[src/rtl/div_unit_pkg.sv]
// -----------------------------------------------------------------------------
// div_unit_pkg
// Shared names for the EX stage and the multi-cycle divider: FSM state
// encodings and the all-zero {HI, LO} result constant.
// -----------------------------------------------------------------------------
package div_unit_pkg;

  // Divider control states (encodings are visible to EX as well).
  typedef enum logic [1:0] {
    DIV_IDLE = 2'b00,
    DIV_BUSY = 2'b01,
    DIV_DONE = 2'b10
  } div_state_e;

  // Result driven whenever no valid quotient/remainder is presented.
  localparam logic [63:0] DIV_RESULT_ZERO = 64'b0;

endpackage : div_unit_pkg

[src/rtl/div_unit_if.sv]
// -----------------------------------------------------------------------------
// div_unit_if
// Request/response bundle between EX (master) and div_unit (slave).
//   start_i    : divide request, held high until success_o is seen
//   signed_i   : 1 = DIV (two's complement), 0 = DIVU
//   dividend_i : rs operand
//   divider_i  : rt operand
//   annul_i    : flush/exception cancel of an in-flight divide
//   result_o   : {remainder, quotient} -> {HI, LO}
//   success_o  : result valid, held while start_i stays high
//   busy_o     : divider is iterating
// -----------------------------------------------------------------------------
interface div_unit_if #(
  parameter int WIDTH = 32
);

  logic                 start_i;
  logic                 signed_i;
  logic [WIDTH-1:0]     dividend_i;
  logic [WIDTH-1:0]     divider_i;
  logic                 annul_i;
  logic [2*WIDTH-1:0]   result_o;
  logic                 success_o;
  logic                 busy_o;

  modport master (
    output start_i, signed_i, dividend_i, divider_i, annul_i,
    input  result_o, success_o, busy_o
  );

  modport slave (
    input  start_i, signed_i, dividend_i, divider_i, annul_i,
    output result_o, success_o, busy_o
  );

endinterface : div_unit_if

[src/rtl/div_unit.sv]
// -----------------------------------------------------------------------------
// div_unit
// Multi-cycle radix-2 restoring divider for DIV/DIVU. Operands are captured
// once (capture edge T0); WIDTH iterations follow, the last one writing the
// sign-corrected {remainder, quotient}. Divide by zero answers zero on the
// capture edge. Withdrawing start_i or raising annul_i returns to IDLE.
//
// Ports:
//   clk : system clock, rising edge
//   rst : asynchronous active-low reset
//   bus : div_unit_if.slave (request operands in, result/status out)
// -----------------------------------------------------------------------------
module div_unit
  import div_unit_pkg::*;
#(
  parameter int WIDTH = 32,
  parameter int CNT_W = 6
) (
  input  logic        clk,
  input  logic        rst,
  div_unit_if.slave   bus
);

  localparam logic [2*WIDTH-1:0] RESULT_ZERO = (2*WIDTH)'(DIV_RESULT_ZERO);
  localparam logic [CNT_W-1:0]   CNT_LAST    = CNT_W'(WIDTH - 1);
  localparam logic [CNT_W-1:0]   CNT_ONE     = {{(CNT_W-1){1'b0}}, 1'b1};
  localparam logic [WIDTH-1:0]   W_ZERO      = {WIDTH{1'b0}};
  localparam logic [WIDTH-1:0]   W_ONE       = {{(WIDTH-1){1'b0}}, 1'b1};

  // WIDTH-bit two's-complement negate (0x80..0 maps to itself).
  function automatic logic [WIDTH-1:0] neg2c(input logic [WIDTH-1:0] v);
    return (~v) + W_ONE;
  endfunction

  // One restoring step: shift the next dividend bit into the partial
  // remainder and subtract the divider when it fits.
  // Returns {new_remainder[WIDTH:0], quotient_bit}.
  function automatic logic [WIDTH+1:0] div_step(input logic [WIDTH:0]   rem,
                                               input logic             msb,
                                               input logic [WIDTH-1:0] dvr);
    logic [WIDTH:0] trial;
    trial = {rem[WIDTH-1:0], msb};
    if (trial >= {1'b0, dvr}) begin
      return {trial - {1'b0, dvr}, 1'b1};
    end else begin
      return {trial, 1'b0};
    end
  endfunction

  div_state_e          state_r,   state_s;
  logic [WIDTH-1:0]    dvd_r,     dvd_s;
  logic [WIDTH-1:0]    dvr_r,     dvr_s;
  logic [WIDTH:0]      rem_r,     rem_s;
  logic [WIDTH-1:0]    quo_r,     quo_s;
  logic [CNT_W-1:0]    cnt_r,     cnt_s;
  logic                neg_q_r,   neg_q_s;
  logic                neg_r_r,   neg_r_s;
  logic [2*WIDTH-1:0]  result_r,  result_s;
  logic                success_r, success_s;
  logic                busy_r,    busy_s;

  logic [WIDTH-1:0]    abs_a_s;
  logic [WIDTH-1:0]    abs_b_s;
  logic [WIDTH+1:0]    step_s;
  logic [WIDTH-1:0]    quo_fin_s;
  logic [WIDTH-1:0]    rem_fin_s;
  logic                go_idle_s;

  // Magnitudes are only taken for signed requests with a negative operand.
  assign abs_a_s = (bus.signed_i && bus.dividend_i[WIDTH-1]) ? neg2c(bus.dividend_i) : bus.dividend_i;
  assign abs_b_s = (bus.signed_i && bus.divider_i[WIDTH-1])  ? neg2c(bus.divider_i)  : bus.divider_i;

  assign step_s    = div_step(rem_r, dvd_r[WIDTH-1], dvr_r);
  assign quo_fin_s = neg_q_r ? neg2c({quo_r[WIDTH-2:0], step_s[0]}) : {quo_r[WIDTH-2:0], step_s[0]};
  assign rem_fin_s = neg_r_r ? neg2c(step_s[WIDTH:1]) : step_s[WIDTH:1];

  // Cancel wins over everything; a dropped start_i outside IDLE is a withdrawal.
  assign go_idle_s = bus.annul_i || ((state_r != DIV_IDLE) && !bus.start_i);

  assign busy_s = (state_s == DIV_BUSY);

  // Next-state and next-datapath computation.
  always_comb begin
    state_s   = state_r;
    dvd_s     = dvd_r;
    dvr_s     = dvr_r;
    rem_s     = rem_r;
    quo_s     = quo_r;
    cnt_s     = cnt_r;
    neg_q_s   = neg_q_r;
    neg_r_s   = neg_r_r;
    result_s  = result_r;
    success_s = success_r;

    if (go_idle_s) begin
      state_s   = DIV_IDLE;
      dvd_s     = W_ZERO;
      dvr_s     = W_ZERO;
      rem_s     = {(WIDTH+1){1'b0}};
      quo_s     = W_ZERO;
      cnt_s     = {CNT_W{1'b0}};
      neg_q_s   = 1'b0;
      neg_r_s   = 1'b0;
      result_s  = RESULT_ZERO;
      success_s = 1'b0;
    end else begin
      case (state_r)
        DIV_IDLE: begin
          result_s  = RESULT_ZERO;
          success_s = 1'b0;
          if (bus.start_i) begin
            if (bus.divider_i == W_ZERO) begin
              state_s   = DIV_DONE;
              success_s = 1'b1;
            end else begin
              state_s = DIV_BUSY;
              dvd_s   = abs_a_s;
              dvr_s   = abs_b_s;
              rem_s   = {(WIDTH+1){1'b0}};
              quo_s   = W_ZERO;
              cnt_s   = {CNT_W{1'b0}};
              neg_q_s = bus.signed_i & (bus.dividend_i[WIDTH-1] ^ bus.divider_i[WIDTH-1]);
              neg_r_s = bus.signed_i & bus.dividend_i[WIDTH-1];
            end
          end else begin
            state_s = DIV_IDLE;
          end
        end
        DIV_BUSY: begin
          dvd_s = {dvd_r[WIDTH-2:0], 1'b0};
          rem_s = step_s[WIDTH+1:1];
          quo_s = {quo_r[WIDTH-2:0], step_s[0]};
          cnt_s = cnt_r + CNT_ONE;
          if (cnt_r == CNT_LAST) begin
            state_s   = DIV_DONE;
            result_s  = {rem_fin_s, quo_fin_s};
            success_s = 1'b1;
          end else begin
            state_s = DIV_BUSY;
          end
        end
        DIV_DONE: begin
          state_s = DIV_DONE;
        end
        default: begin
          state_s   = DIV_IDLE;
          result_s  = RESULT_ZERO;
          success_s = 1'b0;
        end
      endcase
    end
  end

  // State, datapath and registered outputs.
  always_ff @(posedge clk or negedge rst) begin
    if (!rst) begin
      state_r   <= DIV_IDLE;
      dvd_r     <= W_ZERO;
      dvr_r     <= W_ZERO;
      rem_r     <= {(WIDTH+1){1'b0}};
      quo_r     <= W_ZERO;
      cnt_r     <= {CNT_W{1'b0}};
      neg_q_r   <= 1'b0;
      neg_r_r   <= 1'b0;
      result_r  <= RESULT_ZERO;
      success_r <= 1'b0;
      busy_r    <= 1'b0;
    end else begin
      state_r   <= state_s;
      dvd_r     <= dvd_s;
      dvr_r     <= dvr_s;
      rem_r     <= rem_s;
      quo_r     <= quo_s;
      cnt_r     <= cnt_s;
      neg_q_r   <= neg_q_s;
      neg_r_r   <= neg_r_s;
      result_r  <= result_s;
      success_r <= success_s;
      busy_r    <= busy_s;
    end
  end

  assign bus.result_o  = result_r;
  assign bus.success_o = success_r;
  assign bus.busy_o    = busy_r;

endmodule : div_unit

[src/flat_wrapper.sv]
// flat-port wrapper written by rule: the top's interface ports become plain ports
module div_unit_flat import div_unit_pkg::*;
#(
  parameter int WIDTH = 32,
  parameter int CNT_W = 6
)
  (clk, rst, bus_start_i, bus_signed_i, bus_dividend_i, bus_divider_i, bus_annul_i, bus_result_o, bus_success_o, bus_busy_o);
  div_unit_if #(.WIDTH(WIDTH)) bus_i ();
  input  logic clk;
  input  logic rst;
  input wire logic [$bits(bus_i.start_i)-1:0] bus_start_i;
  input wire logic [$bits(bus_i.signed_i)-1:0] bus_signed_i;
  input wire logic [$bits(bus_i.dividend_i)-1:0] bus_dividend_i;
  input wire logic [$bits(bus_i.divider_i)-1:0] bus_divider_i;
  input wire logic [$bits(bus_i.annul_i)-1:0] bus_annul_i;
  output wire logic [$bits(bus_i.result_o)-1:0] bus_result_o;
  output wire logic [$bits(bus_i.success_o)-1:0] bus_success_o;
  output wire logic [$bits(bus_i.busy_o)-1:0] bus_busy_o;
  assign bus_i.start_i = bus_start_i;
  assign bus_i.signed_i = bus_signed_i;
  assign bus_i.dividend_i = bus_dividend_i;
  assign bus_i.divider_i = bus_divider_i;
  assign bus_i.annul_i = bus_annul_i;
  assign bus_result_o = bus_i.result_o;
  assign bus_success_o = bus_i.success_o;
  assign bus_busy_o = bus_i.busy_o;
  div_unit #(.WIDTH(WIDTH), .CNT_W(CNT_W)) u_core (.clk(clk), .rst(rst), .bus(bus_i));
endmodule
[config.mk]
export PLATFORM = sky130hd
export DESIGN_NAME = div_unit_flat
export DESIGN_NICKNAME = d
export VERILOG_FILES = /design/src/rtl/div_unit_pkg.sv /design/src/rtl/div_unit_if.sv /design/src/rtl/div_unit.sv /design/src/flat_wrapper.sv
export SDC_FILE = /design/constraint.sdc
export NUM_CORES = 1
export LEC_CHECK = 0
export BUFFER_PORTS_ARGS = -buffer_cell sky130_fd_sc_hd__buf_4
export CAP_MARGIN = 20
export CORE_UTILIZATION = 60
export CTS_BUF_LIST = sky130_fd_sc_hd__clkbuf_4 sky130_fd_sc_hd__clkbuf_8
export DETAILED_ROUTE_END_ITERATION = 7
export PLACE_DENSITY = 0.81
export SYNTH_ARGS = -nofsm -noshare
export SYNTH_HDL_FRONTEND = slang
export SYNTH_SLANG_ARGS = --single-unit
[constraint.sdc]
create_clock -name clk -period 8 [get_ports clk]
set_clock_uncertainty 0.1 [all_clocks]
set_input_delay 0.8 -clock clk [delete_from_list [all_inputs] [get_ports clk]]
set_output_delay 0.8 -clock clk [all_outputs]
set_load 0.02 [all_outputs]
==> metrics.md <==
| Metric | Value |
|---|---|
| Run status | finished clean |
| Worst Setup End Kind | flip-flop |
| I/O pin count | 135 |
| Primary flip-flop cell chosen by synthesis mapping | dfrtp_1 |
| Initial antenna violation count | 0 |
| Area Overhead vs Synth | 13.8% |
| Number of pins exceeding their max-slew limit in the final report | 0 |
| Routed WL per cell | 17.4 µm |
| CP max FO | 53 |
| Tightest slew margin relative to the limit | 0.298 |
| Hold Crit Class | in -> async |
| CTS sink count | 203 |
| Final setup viols | 0 |
| Slew at the pin with the worst max-slew slack | 1050 ps |
| Arrival @ worst endpoint | 6330 ps |
| Cell type contributing the most total cell area after synthesis | dfrtp_1 |
| Required time worst endpoint | 8300 ps |
| Share of Yosys cell area claimed by the top area cell type | 0.381 |
| Number of iterations in the first detailed-routing pass | 5 |
| DRT iter0 DRCs | 876 |
| Total global routing overflow | 0 |
| Mapped Cells | 1574 |
| Post-synthesis average cell area | 8.46 µm² |
| Per-cell via count in the routed design | 6.04 |
| Number of buffers inserted for hold repair after clock tree synthesis | 0 |
| Clock transition at the registers of the reported paths | 70 ps |
| Async S/R FF share, synth | 1.00 |
| Total GRT Usage | 0.304 |
| Post-CTS setup-driven buffer insertion count | 0 |
| Post-synthesis cell type count | 85 |
| Effective utilization at floorplan | 0.610 |
| Post-Route WL | 34.3 mm |
| Maximum number of pins on one net before global-route repair | 71 |
| Clock tree from TritonCTS | yes |
| GPL Wtd Cong | 0.929 |
| Count of state elements after synthesis | 203 |
| Areal power density over the cells | 424 nW/µm² |
| Post-layout power | 6430 µW |
| Count of flip-flops with a built-in enable after synthesis | 0 |
| Share of cells above drive strength 1 | 0.148 |
| Filler cell count | 1804 |
| Half-perimeter wire length after detailed placement | 24.8 mm |
| Total Nets Final | 1774 |
| Core footprint | 21800 µm² |
| Post-synth net total | 1681 |
| Crit path kind | reg -> reg |
| Clock root cell | clkbuf_8 |
| Drt drc | 0 |
| Die height | 151 µm |
| Via total after detailed routing | 11.9k |
| Min cycle time layout | 6030 ps |
| Final Hold Fails | 0 |
| Source of the worst register-to-register timing path | u_core.rem_r[8] |
| Die outline area | 22800 µm² |
| Worst skew pair latency | 550 ps |
| Max Root-Sink Buffers | 3 |
| Vias in the first global route | 10.8k |
| Max-Cap Viols | 0 |
| Number of buffers created by CTS | 35 |
| Antenna diode count | 0 |
| Unrepaired setup endpoints after global routing | no |
| Die X-Extent | 151 µm |
| Reg2Reg Setup Slack | 1970 ps |
| Deepest level of the CTS H-tree | 2 |
| Count of yosys warnings during synthesis | 0 |
| Fin crit share | 0.754 |
| Timing-limited maximum frequency | 0.166 GHz |
| Register cell area after layout | 5080 µm² |
| Worst Reg2Reg Path Length in Cells | 19 |
| Area of the multi-input gates | 7660 µm² |
| Netlist Area Pre-Place | 13300 µm² |
| Row cnt | 54 |
| Fraction of the yosys area taken by sequential cells | 0.381 |
| Sum of negative setup slack | 0 ps |
| Count of input and output buffers | 134 |
| Global-route wire length before repair | 55.0 mm |
| Critical Path Start Type | flip-flop |
| Leakage power | 0.00686 µW |
| Post-cts repair resize count | 0 |
| Maximum vdd ir drop | 311 µV |
| Post-detailed-route count of antenna-violating nets | 0 |
| Endpoint of the most critical register-to-register path | u_core.bus.result_o[60] |
| Largest cells by area after synthesis | dfrtp_1, o21ai_0, nand2_1 |
critical path, stage by stage, from the launching register on:
cell and delay, ps:
dfrtp_1 460, ha_1 470, nand4_2 200, or2_1 230
o22ai_2 130, o311ai_2 460, nand2_4 450, inv_2 610
mux2i_1 390, ha_1 240, nand2_1 80, o21bai_1 180
nor3_1 200, nand3_1 190, o41ai_1 450, and2_1 250
nand4bb_1 220, o31ai_1 310, xnor2_1 160, o21ai_1 70
worst max path at each step:
stage	startpoint	end	slack [ps]	depth (start not counted)
floorplan	u_core.rem_r[9]	u_core.bus.result_o[60]	3180	22
global placement	u_core.rem_r[9]	u_core.bus.result_o[60]	2290	19
detailed placement	u_core.rem_r[7]	u_core.bus.result_o[60]	2120	19
CTS	u_core.rem_r[8]	u_core.bus.result_o[60]	2080	19
global route	u_core.rem_r[7]	u_core.bus.result_o[56]	1520	19
finish	u_core.rem_r[8]	u_core.bus.result_o[60]	1970	19
where the power goes:
part           total [µW]  internal, µW  switching [µW]
combinational        4210          1550            2660
sequential           1210          1100             108
clock                1010           573             432
cell usage after synthesis (5+ instances only):
library cell    n
nor2_1        134
a22o_1         38
nor4_1         17
buf_2          28
and3_1          8
dfrtp_1       203
o31ai_1        37
xnor2_1        66
a31oi_1         8
mux2i_1        19
o21a_1          7
or3_1          15
or4_1          20
o211ai_1        7
a211oi_1       42
buf_4           6
and2_1          8
ha_1           37
nand3_1        12
o21ai_0       179
nand2b_1       10
o41ai_1        11
a21o_1          7
a21oi_1       100
o21bai_1        5
nor3_1         25
xor2_1         79
nand2_1       219
inv_1          57
clkbuf_1       51
nand4_1         8
nor2b_1         8
or2_2           5
o21ai_1        18
sequential cells by signal, summed over array words and instances, names as in the netlist, 2 cells and up:
| signal | count |
|---|---|
| u_core.bus.result_o | 64 |
| u_core.cnt_r | 6 |
| u_core.dvd_r | 32 |
| u_core.dvr_r | 32 |
| u_core.quo_r | 31 |
| u_core.rem_r | 32 |
| u_core.state_r | 2 |
metrics by stage:
step | std cells | hold WS [ps] | util | instance area (µm²) | setup slack (ps)
3_5_place_dp | 1910 | 371 | 0.660 | 14400 | 2120
6_report | 1972 | 166 | 0.695 | 15200 | 1970
4_1_cts | 1972 | 177 | 0.695 | 15200 | 2080
5_1_grt | 1972 | 214 | 0.695 | 15200 | 1520
2_1_floorplan | 1574 | 350 | - | 13300 | 3180
3_3_place_gp | 1910 | 362 | 0.660 | 14400 | 2290
cells by family after synthesis:
family                   share of synthesized area
buffers and inverters                       0.0471
AND/OR/NAND/NOR                              0.179
flip-flops                                   0.381
XOR/XNOR                                    0.0953
multiplexers                                0.0177
adder cells (fa/ha/maj)                     0.0363
AO/OA/AOI/OAI                                0.244
layout make-up:
cell class,instances,share of cell area
clock buffer,56,0.0447
clock inverter,6,0.00454
inverter,58,0.0144
multi-input combinational,1222,0.505
sequential,203,0.335
tap,280,0.0231
timing repair buffer,147,0.0732
per-layer routing:
layer | up-vias | part of all wire | track usage
li1 | 5807 | - | -
met1 | 5639 | 0.47 | 0.452
met2 | 429 | 0.45 | 0.464
met3 | 35 | 0.072 | 0.0509
met4 | 0 | 0.011 | 0.0605
met5 | - | 0 | 0
placed cells by master (no fill, tap or decap), types with 9 or more instances in the layout:
| cell type | count |
|---|---|
| a22o_1 | 38 |
| xnor2_1 | 66 |
| ha_1 | 37 |
| o21ai_0 | 179 |
| nand2b_1 | 9 |
| clkbuf_8 | 42 |
| or4_1 | 20 |
| o21ai_1 | 17 |
| o31ai_1 | 37 |
| a21oi_1 | 100 |
| nor3_1 | 25 |
| buf_4 | 146 |
| nor4_1 | 17 |
| o41ai_1 | 11 |
| or3_1 | 15 |
| mux2i_1 | 19 |
| nor2_1 | 132 |
| clkbuf_4 | 15 |
| nand2_1 | 219 |
| dfrtp_1 | 203 |
| inv_1 | 57 |
| a211oi_1 | 42 |
| xor2_1 | 79 |
| nand3_1 | 12 |
(Power assumes the default switching activity.)
